<file path="src/rtl/conv2d_engine.sv">
// conv2d_engine: single-channel 2D convolution (valid padding, stride 1).
// Streams a K x K window per output from sync-read image/weight memories,
// one MAC per cycle, then bias + round + optional ReLU + saturate, and
// writes each result to the result memory in raster order.
module conv2d_engine #(
    parameter int IMG_W   = 28,
    parameter int IMG_H   = 28,
    parameter int K       = 3,
    parameter int DATA_W  = 8,
    parameter int COEF_W  = 8,
    parameter int BIAS_W  = 16,
    parameter int ACC_W   = 32,
    parameter int SHIFT   = 8,
    parameter int OUT_W   = 8,
    parameter int RELU_EN = 1,
    parameter int IA_W    = 10,
    parameter int WA_W    = 4,
    parameter int OA_W    = 10
) (
    input  logic              clk,
    input  logic              rst,
    input  logic              start,
    input  logic [BIAS_W-1:0] bias,
    output logic [IA_W-1:0]   img_addr,
    input  logic [DATA_W-1:0] img_data,
    output logic [WA_W-1:0]   w_addr,
    input  logic [COEF_W-1:0] w_data,
    output logic              out_wen,
    output logic [OA_W-1:0]   out_addr,
    output logic [OUT_W-1:0]  out_data,
    output logic              busy,
    output logic              done
);

    localparam int OH     = IMG_H - K + 1;
    localparam int OW     = IMG_W - K + 1;
    localparam int MAXD   = (IMG_W > IMG_H) ? IMG_W : IMG_H;
    localparam int CW     = $clog2(MAXD + 1);
    localparam int PROD_W = DATA_W + COEF_W + 1;

    // Rounding constant is half an LSB of the shifted result (zero when SHIFT=0).
    localparam logic signed [ACC_W-1:0] RND  = ACC_W'((64'd1 << SHIFT) >> 1);
    localparam logic signed [ACC_W-1:0] OMAX = ACC_W'((64'd1 << (OUT_W - 1)) - 64'd1);
    localparam logic signed [ACC_W-1:0] OMIN = ~OMAX;

    typedef enum logic [2:0] {
        S_IDLE,
        S_MAC,
        S_DRAIN,
        S_QUANT,
        S_WRITE,
        S_DONE
    } state_t;

    state_t state_reg, state_next;

    logic [CW-1:0] r_reg, c_reg;
    logic [CW-1:0] kr_reg, kc_reg;
    logic [CW-1:0] kr_step, kc_step;
    logic [CW-1:0] r_step, c_step;
    logic signed [ACC_W-1:0] acc_reg;
    logic [IA_W-1:0]  img_addr_reg;
    logic [WA_W-1:0]  w_addr_reg;
    logic [OA_W-1:0]  out_addr_reg;
    logic [OUT_W-1:0] out_data_reg;

    logic first_tap, last_tap, last_out;

    logic signed [PROD_W-1:0] prod;
    logic signed [ACC_W-1:0]  prod_ext;
    logic signed [ACC_W-1:0]  bias_ext;
    logic signed [ACC_W-1:0]  rnd_sum;
    logic signed [ACC_W-1:0]  q_shift;
    logic signed [ACC_W-1:0]  q_clip;
    logic [OUT_W-1:0]         q_sat;

    assign img_addr = img_addr_reg;
    assign w_addr   = w_addr_reg;
    assign out_addr = out_addr_reg;
    assign out_data = out_data_reg;

    // Linear image address of window origin (rr,cc) plus tap offset (kkr,kkc).
    function automatic logic [IA_W-1:0] tap_addr(input logic [CW-1:0] rr,
                                                 input logic [CW-1:0] cc,
                                                 input logic [CW-1:0] kkr,
                                                 input logic [CW-1:0] kkc);
        return (IA_W'(rr) + IA_W'(kkr)) * IA_W'(IMG_W) + IA_W'(cc) + IA_W'(kkc);
    endfunction

    assign first_tap = (kr_reg == '0) && (kc_reg == '0);
    assign last_tap  = (kr_reg == CW'(K - 1)) && (kc_reg == CW'(K - 1));
    assign last_out  = (r_reg == CW'(OH - 1)) && (c_reg == CW'(OW - 1));

    // Pixel is unsigned, so it gets a zero sign bit before the signed multiply.
    assign prod     = PROD_W'($signed({1'b0, img_data})) * PROD_W'($signed(w_data));
    assign prod_ext = {{(ACC_W - PROD_W){prod[PROD_W-1]}}, prod};
    assign bias_ext = {{(ACC_W - BIAS_W){bias[BIAS_W-1]}}, bias};

    // Row-major tap stepping and raster output stepping.
    always_comb begin
        kc_step = kc_reg + CW'(1);
        kr_step = kr_reg;
        if (kc_reg == CW'(K - 1)) begin
            kc_step = '0;
            kr_step = kr_reg + CW'(1);
        end
        c_step = c_reg + CW'(1);
        r_step = r_reg;
        if (c_reg == CW'(OW - 1)) begin
            c_step = '0;
            r_step = r_reg + CW'(1);
        end
    end

    // Requantisation: round half up, arithmetic shift, optional ReLU, saturate.
    always_comb begin
        rnd_sum = acc_reg + RND;
        q_shift = rnd_sum >>> SHIFT;
        q_clip  = q_shift;
        if ((RELU_EN != 0) && (q_shift < 0)) begin
            q_clip = '0;
        end
        if (q_clip > OMAX) begin
            q_sat = OMAX[OUT_W-1:0];
        end else if (q_clip < OMIN) begin
            q_sat = OMIN[OUT_W-1:0];
        end else begin
            q_sat = q_clip[OUT_W-1:0];
        end
    end

    // State register.
    always_ff @(posedge clk or negedge rst) begin
        if (!rst) begin
            state_reg <= S_IDLE;
        end else begin
            state_reg <= state_next;
        end
    end

    // Next-state logic.
    always_comb begin
        state_next = state_reg;
        case (state_reg)
            S_IDLE:  if (start) state_next = S_MAC;
            S_MAC:   if (last_tap) state_next = S_DRAIN;
            S_DRAIN: state_next = S_QUANT;
            S_QUANT: state_next = S_WRITE;
            S_WRITE: state_next = last_out ? S_DONE : S_MAC;
            S_DONE:  state_next = S_IDLE;
            default: state_next = S_IDLE;
        endcase
    end

    // Status and strobe outputs decode straight from the state so reset clears them at once.
    always_comb begin
        busy    = (state_reg != S_IDLE);
        out_wen = (state_reg == S_WRITE);
        done    = (state_reg == S_DONE);
    end

    // Datapath: window/tap counters, memory addresses, accumulator, result registers.
    always_ff @(posedge clk or negedge rst) begin
        if (!rst) begin
            r_reg        <= '0;
            c_reg        <= '0;
            kr_reg       <= '0;
            kc_reg       <= '0;
            acc_reg      <= '0;
            img_addr_reg <= '0;
            w_addr_reg   <= '0;
            out_addr_reg <= '0;
            out_data_reg <= '0;
        end else begin
            case (state_reg)
                S_IDLE: begin
                    if (start) begin
                        r_reg        <= '0;
                        c_reg        <= '0;
                        kr_reg       <= '0;
                        kc_reg       <= '0;
                        acc_reg      <= bias_ext;
                        img_addr_reg <= '0;
                        w_addr_reg   <= '0;
                    end
                end
                S_MAC: begin
                    // Memory data lags the address by one cycle, so the first
                    // MAC cycle has nothing to accumulate yet.
                    if (!first_tap) begin
                        acc_reg <= acc_reg + prod_ext;
                    end
                    if (!last_tap) begin
                        kr_reg       <= kr_step;
                        kc_reg       <= kc_step;
                        img_addr_reg <= tap_addr(r_reg, c_reg, kr_step, kc_step);
                        w_addr_reg   <= WA_W'(kr_step) * WA_W'(K) + WA_W'(kc_step);
                    end
                end
                S_DRAIN: begin
                    acc_reg <= acc_reg + prod_ext;
                end
                S_QUANT: begin
                    out_data_reg <= q_sat;
                    out_addr_reg <= OA_W'(r_reg) * OA_W'(OW) + OA_W'(c_reg);
                end
                S_WRITE: begin
                    r_reg <= r_step;
                    c_reg <= c_step;
                    if (!last_out) begin
                        acc_reg      <= bias_ext;
                        kr_reg       <= '0;
                        kc_reg       <= '0;
                        img_addr_reg <= tap_addr(r_step, c_step, '0, '0);
                        w_addr_reg   <= '0;
                    end
                end
                default: begin
                end
            endcase
        end
    end

endmodule

</file>
<file path="config.mk">
export PLATFORM = sky130hd
export DESIGN_NAME = conv2d_engine
export DESIGN_NICKNAME = d
export VERILOG_FILES = /design/src/rtl/conv2d_engine.sv
export SDC_FILE = /design/constraint.sdc
export NUM_CORES = 1
export LEC_CHECK = 0
export BUFFER_PORTS_ARGS = -buffer_cell sky130_fd_sc_hd__buf_2
export CAP_MARGIN = 5
export CORE_UTILIZATION = 64
export DETAILED_ROUTE_END_ITERATION = 7
export PLACE_DENSITY = 0.91
export SKIP_LAST_GASP = 1
export SYNTH_ARGS = -nofsm -noshare
export SYNTH_HDL_FRONTEND = slang
export SYNTH_SLANG_ARGS = --single-unit
</file>
<file path="constraint.sdc">
create_clock -name clk -period 7.6 [get_ports clk]
set_input_delay 1.14 -clock clk [delete_from_list [all_inputs] [get_ports clk]]
set_output_delay 1.14 -clock clk [all_outputs]
set_load 0.05 [all_outputs]
</file>
==> results of run 1 <==
layer usage:
metal	global-route usage, %	share of wire, %	up-vias
met2	55.6	51	319
met3	5.53	6.2	86
met4	15.8	4.3	0
met1	37.3	39	4193
li1	-	-	4069
met5	0	0	-
layout make-up:
type                            instances  area [µm²]  share of cell area, %
Multi-Input combinational cell        900        7500                   66.9
Inverter                              146         548                   4.89
Tap cell                              216         270                   2.41
Clock inverter                          6        97.6                  0.871
Sequential cell                        87        2180                   19.4
Timing Repair Buffer                   74         385                   3.44
Clock buffer                           10         229                   2.04
through the flow:
| stage | std cells | setup slack, ns |
|---|---|---|
| after floorplan | 1161 | 1.74 |
| after global placement | 1423 | 1.35 |
| after detailed placement | 1423 | 1.19 |
| after CTS | 1439 | 1.51 |
| after global routing | 1439 | 1.24 |
| final | 1439 | 1.49 |
power breakdown:
group	switching [W]	total, W	internal (W)
logic	0.00180	0.00321	0.00141
registers	0.000147	0.000742	0.000595
clock network	0.000203	0.000496	0.000294
total	0.00215	0.00445	0.00229
layout by cell type, fill, tap and decap left out, types with 3 or more instances in the layout:
cell       synthesis  routed
a211o_1            3       3
fa_1              74      74
nor2b_1           13      13
o221ai_1           3       3
nand2_1          123     123
nor3_1            16      16
ha_1             169     169
o21bai_1          10      10
and3_1             9       9
and2_1            33      33
dfrtp_1           87      87
inv_1            145     145
buf_2              7      68
o31ai_1            6       6
buf_4              0       6
a21oi_1           68      68
nor3b_1            4       4
a22o_1             8       8
xor2_1            26      26
a31oi_1           15      15
a21o_1            24      24
nand2b_1           6       6
and4_1             3       3
xnor2_1           53      53
nor2_1            57      57
clkbuf_16          0       9
nand3_1           21      21
nand4_1           11      11
o21a_1            11      11
or3_1              6       6
o21ai_0           70      70
a22oi_1            6       6
o211ai_1           3       3
o22ai_1            7       7
a211oi_1           8       8
worst reg2reg max path: stages (launching register included):
cell,delay (ns)
dfrtp_1,0.46
inv_1,0.11
ha_1,0.19
and2_1,0.26
xnor2_1,0.45
ha_1,0.27
inv_1,0.06
fa_1,0.41
xnor2_1,0.31
inv_1,0.15
fa_1,0.54
inv_1,0.04
ha_1,0.26
inv_1,0.05
fa_1,0.47
inv_1,0.05
ha_1,0.31
o21ai_0,0.12
a21boi_0,0.25
o21ai_0,0.20
nor3_1,0.22
xnor3_1,0.24
a22oi_1,0.21
o21ai_0,0.11
synthesized netlist by cell type (2+ instances only):
cell,count,share of area [%]
ha_1,169,20
inv_1,145,5.3
nand2_1,123,4.5
dfrtp_1,87,21
fa_1,74,14
o21ai_0,70,3.4
a21oi_1,68,3.3
nor2_1,57,2.1
xnor2_1,53,4.5
and2_1,33,2.0
xor2_1,26,2.2
a21o_1,24,1.7
clkbuf_1,21,0.76
nand3_1,21,1.0
nor3_1,16,0.78
a31oi_1,15,0.91
nor2b_1,13,0.79
nand4_1,11,0.67
o21a_1,11,0.80
o21bai_1,10,0.73
and3_1,9,0.54
a211oi_1,8,0.58
a22o_1,8,0.68
buf_2,7,0.34
o22ai_1,7,0.42
a22oi_1,6,0.44
nand2b_1,6,0.36
o31ai_1,6,0.44
or3_1,6,0.36
nor3b_1,4,0.29
a211o_1,3,0.25
and4_1,3,0.25
o211ai_1,3,0.22
o221ai_1,3,0.25
a221o_1,2,0.19
a31o_2,2,0.17
nand4b_1,2,0.17
nor3_2,2,0.19
o21ai_1,2,0.097
o32a_1,2,0.19
cells by family after synthesis:
logic type	Yosys count	share of synthesized area, %
multiplexers	2	0.206
buffers and inverters	174	6.41
AND/OR/NAND/NOR	313	14.7
XOR/XNOR	80	6.91
flip-flops	87	21.1
AO/OA/AOI/OAI	262	15.9
adder cells (fa/ha/maj)	243	34.8
path summary, 6_finish.rpt:
path / end / startpoint / cells after the start
hold reg to reg: out_addr[3]$_DFFE_PN0N_ / out_addr[3]$_DFFE_PN0N_ / 2
hold / removal: out_addr[3]$_DFFE_PN0N_ / out_addr[3]$_DFFE_PN0N_ / 2
min in group asynchronous: acc_reg[19]$_DFFE_PN0P_ / rst / 1
setup / recovery: acc_reg[28]$_DFFE_PN0P_ / w_data[7] / 19
setup reg to reg: img_addr[9]$_DFFE_PN0P_ / kc_reg[0]$_DFFE_PN0P_ / 23
max in group asynchronous: img_addr[4]$_DFFE_PN0P_ / rst / 2
==> summary.txt, run 1 <==
Outcome
  • Status: complete, no violations

Route
  • Wirelength, routed: 24,700 µm
  • Vias post-DR: 8,667
  • DR iter-0 viols: 673
  • Drt first pass iters: 5
  • Antenna Nets Post-Route: 0
  • DR vias/cell: 6.02
  • DR DRC count: 0
  • Wirelength per Cell: 17.2 µm

Global routing
  • Largest net degree at the start of global routing: 57
  • GRT overflow: 0
  • Tot GR Track Use: 31.6%
  • Vias in the first global route: 8,724
  • Initial antenna violation count: 0
  • First-pass GRT wire length: 40,800 µm

STA
  • Final critical-path required period: 6.11 ns
  • Slew @ Worst Pin: 1.17 ns
  • Clock skew: 0.0124 ns
  • Hold Slack: 0.475 ns
  • RSZ-0062 raised after global routing: no
  • Tcrit/Tclk final: 80.5%
  • Slew Viols, Final: 0
  • Final setup vio count: 0
  • Final setup TNS: 0 ns
  • Final Hold Fails: 0
  • Max-slew headroom: 21.7%
  • Highest Clock Rate: 0.164 GHz

Min path
  • Hold Crit Class: register to register

Logic synthesis
  • Post-synth EDFFs: 0
  • Synthesized instance count: 1,161
  • Yosys warns: 0
  • Asr flop ratio synth: 100%
  • Post-synthesis instance area: 10,300 µm²
  • Syn avg cell area: 8.90 µm²
  • Ys flop type: dfrtp_1
  • Synth unique cells: 63
  • Sequential share of the synthesized area: 21.1%
  • Syn_nets: 1,439
  • Seq cells post-synth: 87

Setup path
  • Crit-path most repeated cell: fa_1
  • Critical Path Source Type: input pin
  • Critical Path AT: 6.34 ns
  • CP Max Fanout: 7
  • Worst Path Buf+Inv: 4
  • Crit path cell chain: buf_2 > inv_1 > nor2_1 > fa_1 > fa_1 > inv_1 > fa_1 > inv_1 > fa_1 > ha_1 > ha_1 > a21oi_1 > o21ai_0 > a2111o_1 > o221ai_1 > o31ai_1 > a31oi_1 > mux2i_1 > nand2_1
  • CP peak stage delay: 0.56 ns
  • Worst Path Required: 7.83 ns
  • Delay-heaviest family, CP: adder cells
  • Reg2reg setup slack: 1.70 ns
  • Worst path slowest cell: fa_1
  • Crit. End Element: register
  • Critical path class: input pin to register

Layout
  • Share of cells above drive strength 1: 8.42%
  • Final #Nets: 1,496
  • Fillers: 1,148
  • Layout Area Growth over Synthesis: 8.44%
  • Finished Core Util: 70.8%
  • Antenna cells: 0
  • Max reg flops: 32
  • Design area: 11,200 µm²

Power and ir drop
  • Design Power: 0.00445 W
  • Power per cell area: 397 nW/µm²
  • Leakage power: 5.69 nW
  • Worst vdd ir: 301 µV

CTS
  • Clk slew on worst S/H paths: 0.07 ns
  • CTS Hold Bufs: 0
  • CTS tree: yes
  • Max clock buf depth: 2
  • Post-CTS Resized: 0
  • TritonCTS buffer count: 9
  • CTS root buf: clkbuf_16
  • # H-tree levels: 3
  • Clock sink count: 87
  • Latest clock arrival within the worst-skew pair: 0.36 ns
  • Post-CTS setup buffers: 0

Floorplan
  • Die Area: 16,700 µm²
  • Initial Util: 65.3%
  • Die Wd: 129 µm
  • DIE HEIGHT: 129 µm
  • Core Area: 15,800 µm²
  • Io pins: 70
  • Num rows: 46

Job
  • Maxcap violations: 0

Place
  • Placed Area: 10,900 µm²
  • Port Buffers: 69
  • Final HPWL DP: 19,900 µm
  • GPL Wtd Cong: 0.963
No activity file was read; power rests on OpenSTA's default activity.
==> run 2, diff against run 1 <==
--- a/config.mk
+++ b/config.mk
@@ -7,9 +7,9 @@
 export LEC_CHECK = 0
 export BUFFER_PORTS_ARGS = -buffer_cell sky130_fd_sc_hd__buf_2
 export CAP_MARGIN = 5
-export CORE_UTILIZATION = 64
+export CORE_UTILIZATION = 57
 export DETAILED_ROUTE_END_ITERATION = 7
-export PLACE_DENSITY = 0.91
+export PLACE_DENSITY = 0.86
 export SKIP_LAST_GASP = 1
 export SYNTH_ARGS = -nofsm -noshare
 export SYNTH_HDL_FRONTEND = slang
==> constraint.sdc (replaced) <==
create_clock -name clk -period 5.3 [get_ports clk]
set_input_delay 0.795 -clock clk [delete_from_list [all_inputs] [get_ports clk]]
set_output_delay 0.795 -clock clk [all_outputs]
set_load 0.05 [all_outputs]
==> summary.txt, run 2 (synthesized netlist as in run 1, its figures left out) <==
Power and ir drop
  • Comb pwr share: 78.3% (was 72.1%)
  • Leakage power: 6.03 nW (was 5.69 nW)
  • Seq pwr share: 13.6% (was 16.7%)
  • Clock power frac: 8.1% (was 11.2%)
  • Power per cell area: 650 nW/µm² (was 397 nW/µm²)
  • Sw Pwr: 0.00371 W (was 0.00215 W)
  • Worst vdd ir: 533 µV (was 301 µV)
  • Internal power: 0.00410 W (was 0.00229 W)
  • Switching portion of total power: 47.5% (was 48.4%)

Layout
  • Commonest cells after routing, fill and taps aside: ha_1, inv_1, nand2_1 (unchanged)
  • Most common cell after layout, fill and taps aside: ha_1 (unchanged)
  • Max reg flops: 32 (unchanged)
  • Fillers: 1,241 (was 1,148)
  • Final #Nets: 1,565 (was 1,496)
  • FF/Latch Area: 2180 µm² (unchanged)
  • Antenna cells: 0 (unchanged)
  • Multi-input logic area: 7780 µm² (was 7500 µm²)
  • Share of cells above drive strength 1: 16.8% (was 8.42%)
  • Layout Area Growth over Synthesis: 16.2% (was 8.44%)

Floorplan
  • Die Wd: 137 µm (was 129 µm)
  • Io pins: 70 (unchanged)
  • Num rows: 48 (was 46)
  • DIE HEIGHT: 137 µm (was 129 µm)
  • Core Area: 17,500 µm² (was 15,800 µm²)
  • Die Area: 18,700 µm² (was 16,700 µm²)
  • Initial Util: 59.1% (was 65.3%)

Outcome
  • Violated checks: setup timing
  • Status: finished with violations (was complete, no violations)

STA
  • Final setup vio count: 3 (was 0)
  • RSZ-0062 raised after global routing: yes (was no)
  • Tcrit/Tclk final: 101%
  • Final Hold Fails: 0 (unchanged)
  • Slew Viols, Final: 0 (unchanged)
  • Max-slew headroom: 16.8% (was 21.7%)
  • Final setup TNS: -0.137 ns (was 0 ns)
  • Final critical-path required period: 5.36 ns
  • Slew @ Worst Pin: 1.25 ns (was 1.17 ns)
  • Clock skew: 0.0106 ns (was 0.0124 ns)
  • Hold Slack: 0.372 ns (was 0.475 ns)
  • Final WS setup: -0.0585 ns (was 1.49 ns)
  • Highest Clock Rate: 0.187 GHz

Route
  • DR iter-0 viols: 814 (was 673)
  • Wirelength per Cell: 18.3 µm (was 17.2 µm)
  • Wirelength, routed: 27,800 µm (was 24,700 µm)
  • DR vias/cell: 6.09 (was 6.02)
  • Drt first pass iters: 6 (was 5)
  • Vias post-DR: 9,237 (was 8,667)
  • DR DRC count: 0 (unchanged)
  • Antenna Nets Post-Route: 0 (unchanged)

Job
  • Maxcap violations: 0 (unchanged)

Min path
  • Hold Crit Class: input pin to asynchronous set/reset pin (was register to register)

Setup path
  • Reg2reg setup slack: 0.15 ns (was 1.70 ns)
  • Crit. End Element: register (unchanged)
  • RR Endpoint: acc_reg[25]$_DFFE_PN0P_ (was img_addr[9]$_DFFE_PN0P_)
  • Critical Path Source Type: input pin (unchanged)
  • Worst Path Required: 5.53 ns (was 7.83 ns)
  • Critical path class: input pin to register (unchanged)
  • Worst r2r path cells: 18 (was 23)
  • Worst r2r src: acc_reg[6]$_DFFE_PN0P_ (was kc_reg[0]$_DFFE_PN0P_)
  • Critical Path AT: 5.59 ns (was 6.34 ns)
  • CP Max Fanout: 4 (was 7)

Place
  • Port Buffers: 69 (unchanged)
  • Final HPWL DP: 20,800 µm (was 19,900 µm)
  • GPL Wtd Cong: 0.933 (was 0.963)

Global routing
  • GRT overflow: 0 (unchanged)
  • First-pass GRT wire length: 43,600 µm (was 40,800 µm)
  • Largest net degree at the start of global routing: 60 (was 57)
  • Initial antenna violation count: 0 (unchanged)
  • Vias in the first global route: 9,315 (was 8,724)
  • Tot GR Track Use: 29.9% (was 31.6%)

CTS
  • CTS Hold Bufs: 0 (unchanged)
  • Clock sink count: 87 (unchanged)
  • CTS tree: yes (unchanged)
  • TritonCTS buffer count: 9 (unchanged)
  • Max clock buf depth: 2 (unchanged)
  • Clk slew on worst S/H paths: 0.07 ns (about the same)
  • # H-tree levels: 3 (unchanged)
  • Latest clock arrival within the worst-skew pair: 0.36 ns (about the same)
  • CTS root buf: clkbuf_16 (unchanged)
## run 2: worst max path at each step
| stage | start | end |
|---|---|---|
| after detailed placement | w_data[7] | acc_reg[28]$_DFFE_PN0P_ |
| after CTS | w_data[7] | acc_reg[28]$_DFFE_PN0P_ |
| final | w_data[7] | acc_reg[25]$_DFFE_PN0P_ |
| after floorplan | img_data[0] | acc_reg[29]$_DFFE_PN0P_ |
| after global routing | w_data[7] | acc_reg[25]$_DFFE_PN0P_ |
| after global placement | w_data[7] | acc_reg[30]$_DFFE_PN0P_ |
## run 2: critical path: stages
cell	delay, ns
buf_12	0.10
clkinvlp_4	0.09
buf_6	0.12
fa_1	0.49
inv_2	0.04
fa_1	0.46
fa_1	0.58
fa_1	0.44
fa_1	0.58
ha_4	0.24
o21a_4	0.13
a2111oi_4	0.43
o21bai_2	0.17
a211o_1	0.34
a21oi_4	0.24
o31ai_2	0.09
xnor2_1	0.16
o21ai_1	0.08
## run 2: final cells by class
| cell class | instances | area share (%) |
|---|---|---|
| clock buffer | 10 | 1.91 |
| clock inverter | 6 | 0.427 |
| multi-input combinational | 900 | 64.8 |
| sequential | 87 | 18.1 |
| timing repair buffer | 143 | 7.78 |
| tap | 225 | 2.34 |
| inverter | 146 | 4.59 |
## run 2: layer usage
layer,wire length (µm),vias up,global-route usage (%)
met5,0,-,0
met1,10500,4492,34.6
met4,1290,0,13.7
li1,-,4206,-
met2,14100,423,53.7
met3,1830,116,5.19
## run 2: power groups by stage
| stage | Clock, W | Combinational (W) | Sequential [W] |
|---|---|---|---|
| floorplan | 0 | 0.00364 | 0.000984 |
| global placement | 0 | 0.00494 | 0.00105 |
| detailed placement | 0 | 0.00520 | 0.00106 |
| CTS | 0.000634 | 0.00536 | 0.00105 |
| global route | 0.000659 | 0.00667 | 0.00107 |
| finish | 0.000635 | 0.00612 | 0.00106 |
## run 2: through the flow
stage / instance area (µm²) / setup WS [ns] / total power [W] / util [%] / instances
2_1_floorplan: 10400 / -0.000576 / 0.00462 / - / 1161
4_1_cts: 11700 / -0.0420 / 0.00704 / 67.2 / 1511
3_5_place_dp: 11400 / -0.639 / 0.00625 / 65.2 / 1494
5_1_grt: 12000 / -0.178 / 0.00840 / 68.7 / 1517
6_report: 12000 / -0.0585 / 0.00781 / 68.7 / 1517
3_3_place_gp: 11400 / -0.453 / 0.00599 / 65.2 / 1494
## run 2: timing repair
item                       in CTS  in global routing
gates resized for setup        12                 56
buffers inserted                1                  6
hold endpoints to repair        0                  0
pin swaps                       8                 48
setup endpoints to repair      14                 18
==> run 3, diff against run 2 <==
--- a/config.mk
+++ b/config.mk
@@ -7,9 +7,9 @@
 export LEC_CHECK = 0
 export BUFFER_PORTS_ARGS = -buffer_cell sky130_fd_sc_hd__buf_2
 export CAP_MARGIN = 5
-export CORE_UTILIZATION = 57
+export CORE_UTILIZATION = 63
 export DETAILED_ROUTE_END_ITERATION = 7
-export PLACE_DENSITY = 0.86
+export PLACE_DENSITY = 0.9
 export SKIP_LAST_GASP = 1
 export SYNTH_ARGS = -nofsm -noshare
 export SYNTH_HDL_FRONTEND = slang
==> constraint.sdc (replaced) <==
create_clock -name clk -period 5.32 [get_ports clk]
set_input_delay 0.798 -clock clk [delete_from_list [all_inputs] [get_ports clk]]
set_output_delay 0.798 -clock clk [all_outputs]
set_load 0.05 [all_outputs]
==> summary.txt, run 3 (synthesized netlist as in run 1, its figures left out) <==
STA
  • Tcrit/Tclk final: 102%
  • Hold Slack: 0.386 ns (was 0.372 ns)
  • Clock skew: 0.0121 ns (was 0.0106 ns)
  • Final WS setup: -0.0809 ns (was -0.0585 ns)
  • Max-slew headroom: 17.0% (was 16.8%)
  • RSZ-0062 raised after global routing: yes (unchanged)
  • Highest Clock Rate: 0.185 GHz
  • Final Hold Fails: 0 (unchanged)
  • Slew @ Worst Pin: 1.24 ns (was 1.25 ns)
  • Final critical-path required period: 5.40 ns
  • Final setup vio count: 7 (was 3)
  • Slew Viols, Final: 0 (unchanged)

Route
  • Wirelength, routed: 28,500 µm (was 27,800 µm)
  • Wirelength per Cell: 18.9 µm (was 18.3 µm)
  • Drt first pass iters: 8 (was 6)
  • Antenna Nets Post-Route: 0 (unchanged)
  • DR DRC count: 1 (was 0)
  • Vias post-DR: 9,395 (was 9,237)
  • DR iter-0 viols: 1,011 (was 814)
  • DR vias/cell: 6.25 (was 6.09)

CTS
  • CTS Hold Bufs: 0 (unchanged)
  • Max clock buf depth: 2 (unchanged)
  • Clk slew on worst S/H paths: 0.07 ns (about the same)
  • # H-tree levels: 3 (unchanged)
  • CTS tree: yes (unchanged)
  • Clock sink count: 87 (unchanged)
  • Latest clock arrival within the worst-skew pair: 0.36 ns (about the same)
  • TritonCTS buffer count: 9 (unchanged)
  • CTS root buf: clkbuf_16 (unchanged)

Place
  • Final HPWL DP: 20,500 µm (was 20,800 µm)
  • Port Buffers: 69 (unchanged)
  • GPL Wtd Cong: 0.925 (was 0.933)

Min path
  • Hold Crit Class: input pin to asynchronous set/reset pin (unchanged)

Power and ir drop
  • Worst vdd ir: 637 µV (was 533 µV)
  • Power per cell area: 669 nW/µm² (was 650 nW/µm²)
  • Leakage power: 6.00 nW (was 6.03 nW)
  • Design Power: 0.00800 W (was 0.00781 W)

Outcome
  • Status: finished with violations (unchanged)
  • Violated checks: DRC, setup timing (was setup timing)

Setup path
  • CP peak stage delay: 0.59 ns (was 0.58 ns)
  • Critical path class: input pin to register (unchanged)
  • Worst Path Required: 5.52 ns (was 5.53 ns)
  • Worst Path Buf+Inv: 3 (was 4)
  • CP Max Fanout: 3 (was 4)
  • Crit path cell chain: buf_2 > nand2b_1 > fa_1 > fa_1 > inv_1 > fa_1 > fa_1 > fa_1 > ha_4 > o21a_1 > a2111oi_4 > o21bai_1 > buf_4 > xnor2_1 > nor2_1 > a211oi_1 > a21oi_1 (was buf_12 > clkinvlp_4 > buf_6 > fa_1 > inv_2 > fa_1 > fa_1 > fa_1 > fa_1 > ha_4 > o21a_4 > a2111oi_4 > o21bai_2 > a211o_1 > a21oi_4 > o31ai_2 > xnor2_1 > o21ai_1)
  • Worst path slowest cell: fa_1 (unchanged)
  • Critical Path AT: 5.60 ns (was 5.59 ns)
  • Delay-heaviest family, CP: adder cells (unchanged)
  • Crit-path most repeated cell: fa_1 (unchanged)
  • Crit. End Element: register (unchanged)
  • Critical Path Source Type: input pin (unchanged)

Layout
  • Most common cell after layout, fill and taps aside: ha_1 (unchanged)
  • Antenna cells: 0 (unchanged)
  • Share of cells above drive strength 1: 16.2% (was 16.8%)
  • Max reg flops: 32 (unchanged)
  • Final #Nets: 1,560 (was 1,565)
  • Layout Area Growth over Synthesis: 15.7% (was 16.2%)
  • Commonest cells after routing, fill and taps aside: ha_1, inv_1, nand2_1 (unchanged)

Global routing
  • Largest net degree at the start of global routing: 58 (was 60)
  • Vias in the first global route: 9,449 (was 9,315)
  • Tot GR Track Use: 33.6% (was 29.9%)
  • Initial antenna violation count: 0 (unchanged)
  • First-pass GRT wire length: 43,900 µm (was 43,600 µm)
  • GRT overflow: 0 (unchanged)

Job
  • Maxcap violations: 0 (unchanged)

Floorplan
  • Io pins: 70 (unchanged)
  • Initial Util: 64.8% (was 59.1%)
  • Num rows: 46 (was 48)
  • Die Wd: 130 µm (was 137 µm)
  • Core Area: 15,900 µm² (was 17,500 µm²)
  • DIE HEIGHT: 130 µm (was 137 µm)
  • Die Area: 16,900 µm² (was 18,700 µm²)
[run 3: changes by cell type in the layout (fill, tap and decap cells not counted), sizes merged]
cell | before | now
buf | 139 | 135
clkbuf | 14 | 13
clkinv | 0 | 2
clkinvlp | 4 | 1
bufinv | 0 | 1
[run 3: path summary, 6_finish.rpt]
check | slack (ns) | to | cells past startpoint | startpoint
worst min register to register | 0.48 | out_addr[0]$_DFFE_PN0N_ | 2 | out_addr[0]$_DFFE_PN0N_
worst max register to register | 0.17 | acc_reg[11]$_DFFE_PN0P_ | 18 | acc_reg[6]$_DFFE_PN0P_
max in group asynchronous | 3.85 | w_addr[0]$_DFFE_PN0P_ | 2 | rst
min in group clk | 0.48 | out_addr[0]$_DFFE_PN0N_ | 2 | out_addr[0]$_DFFE_PN0N_
worst max-delay path | -0.08 | acc_reg[11]$_DFFE_PN0P_ | 17 | img_data[0]
worst min-delay path | 0.39 | acc_reg[16]$_DFFE_PN0P_ | 1 | rst
[run 3: layout make-up]
cell class,count,area [µm²]
Multi-Input combinational cell,900,7770
Tap cell,216,270
Inverter,146,552
Clock buffer,10,229
Sequential cell,87,2180
Timing Repair Buffer,138,890
Fill cell,1014,3980
Clock inverter,6,66.3
[run 3: layer usage]
layer / vias to the layer above / GRT usage (%) / wire, µm / part of all wire (%)
li1: 4205 / - / - / -
met1: 4456 / 37.9 / 10100 / 35
met2: 555 / 59.5 / 14200 / 50
met3: 179 / 7.05 / 2430 / 8.5
met4: 0 / 18.3 / 1740 / 6.1
met5: - / 0 / 0 / 0
[run 3: metrics by stage]
step                      util, %  area [µm²]  instances  TNS [ns]  setup slack (ns)
after floorplan                 -       10400       1161  -0.00109          -0.00109
after global placement       71.2       11400       1481     -4.44            -0.355
after detailed placement     71.2       11400       1481     -7.01            -0.554
after CTS                    73.4       11700       1498  -0.00582          -0.00582
after global routing         75.0       12000       1503     -1.24            -0.197
final                        75.0       12000       1503    -0.338           -0.0809
[run 3: timing repair]
item	4_1_cts	5_1_grt
pin swaps	8	38
resized for setup	11	48
buffers inserted	1	5
endpoints found under the hold margin	0	0
endpoints found under the setup margin	13	18
[run 3: power breakdown]
part / internal [W] / total (W) / switching [W]
Clock: 0.000368 / 0.000664 / 0.000296
Combinational: 0.00294 / 0.00627 / 0.00333
Sequential: 0.000849 / 0.00107 / 0.000221
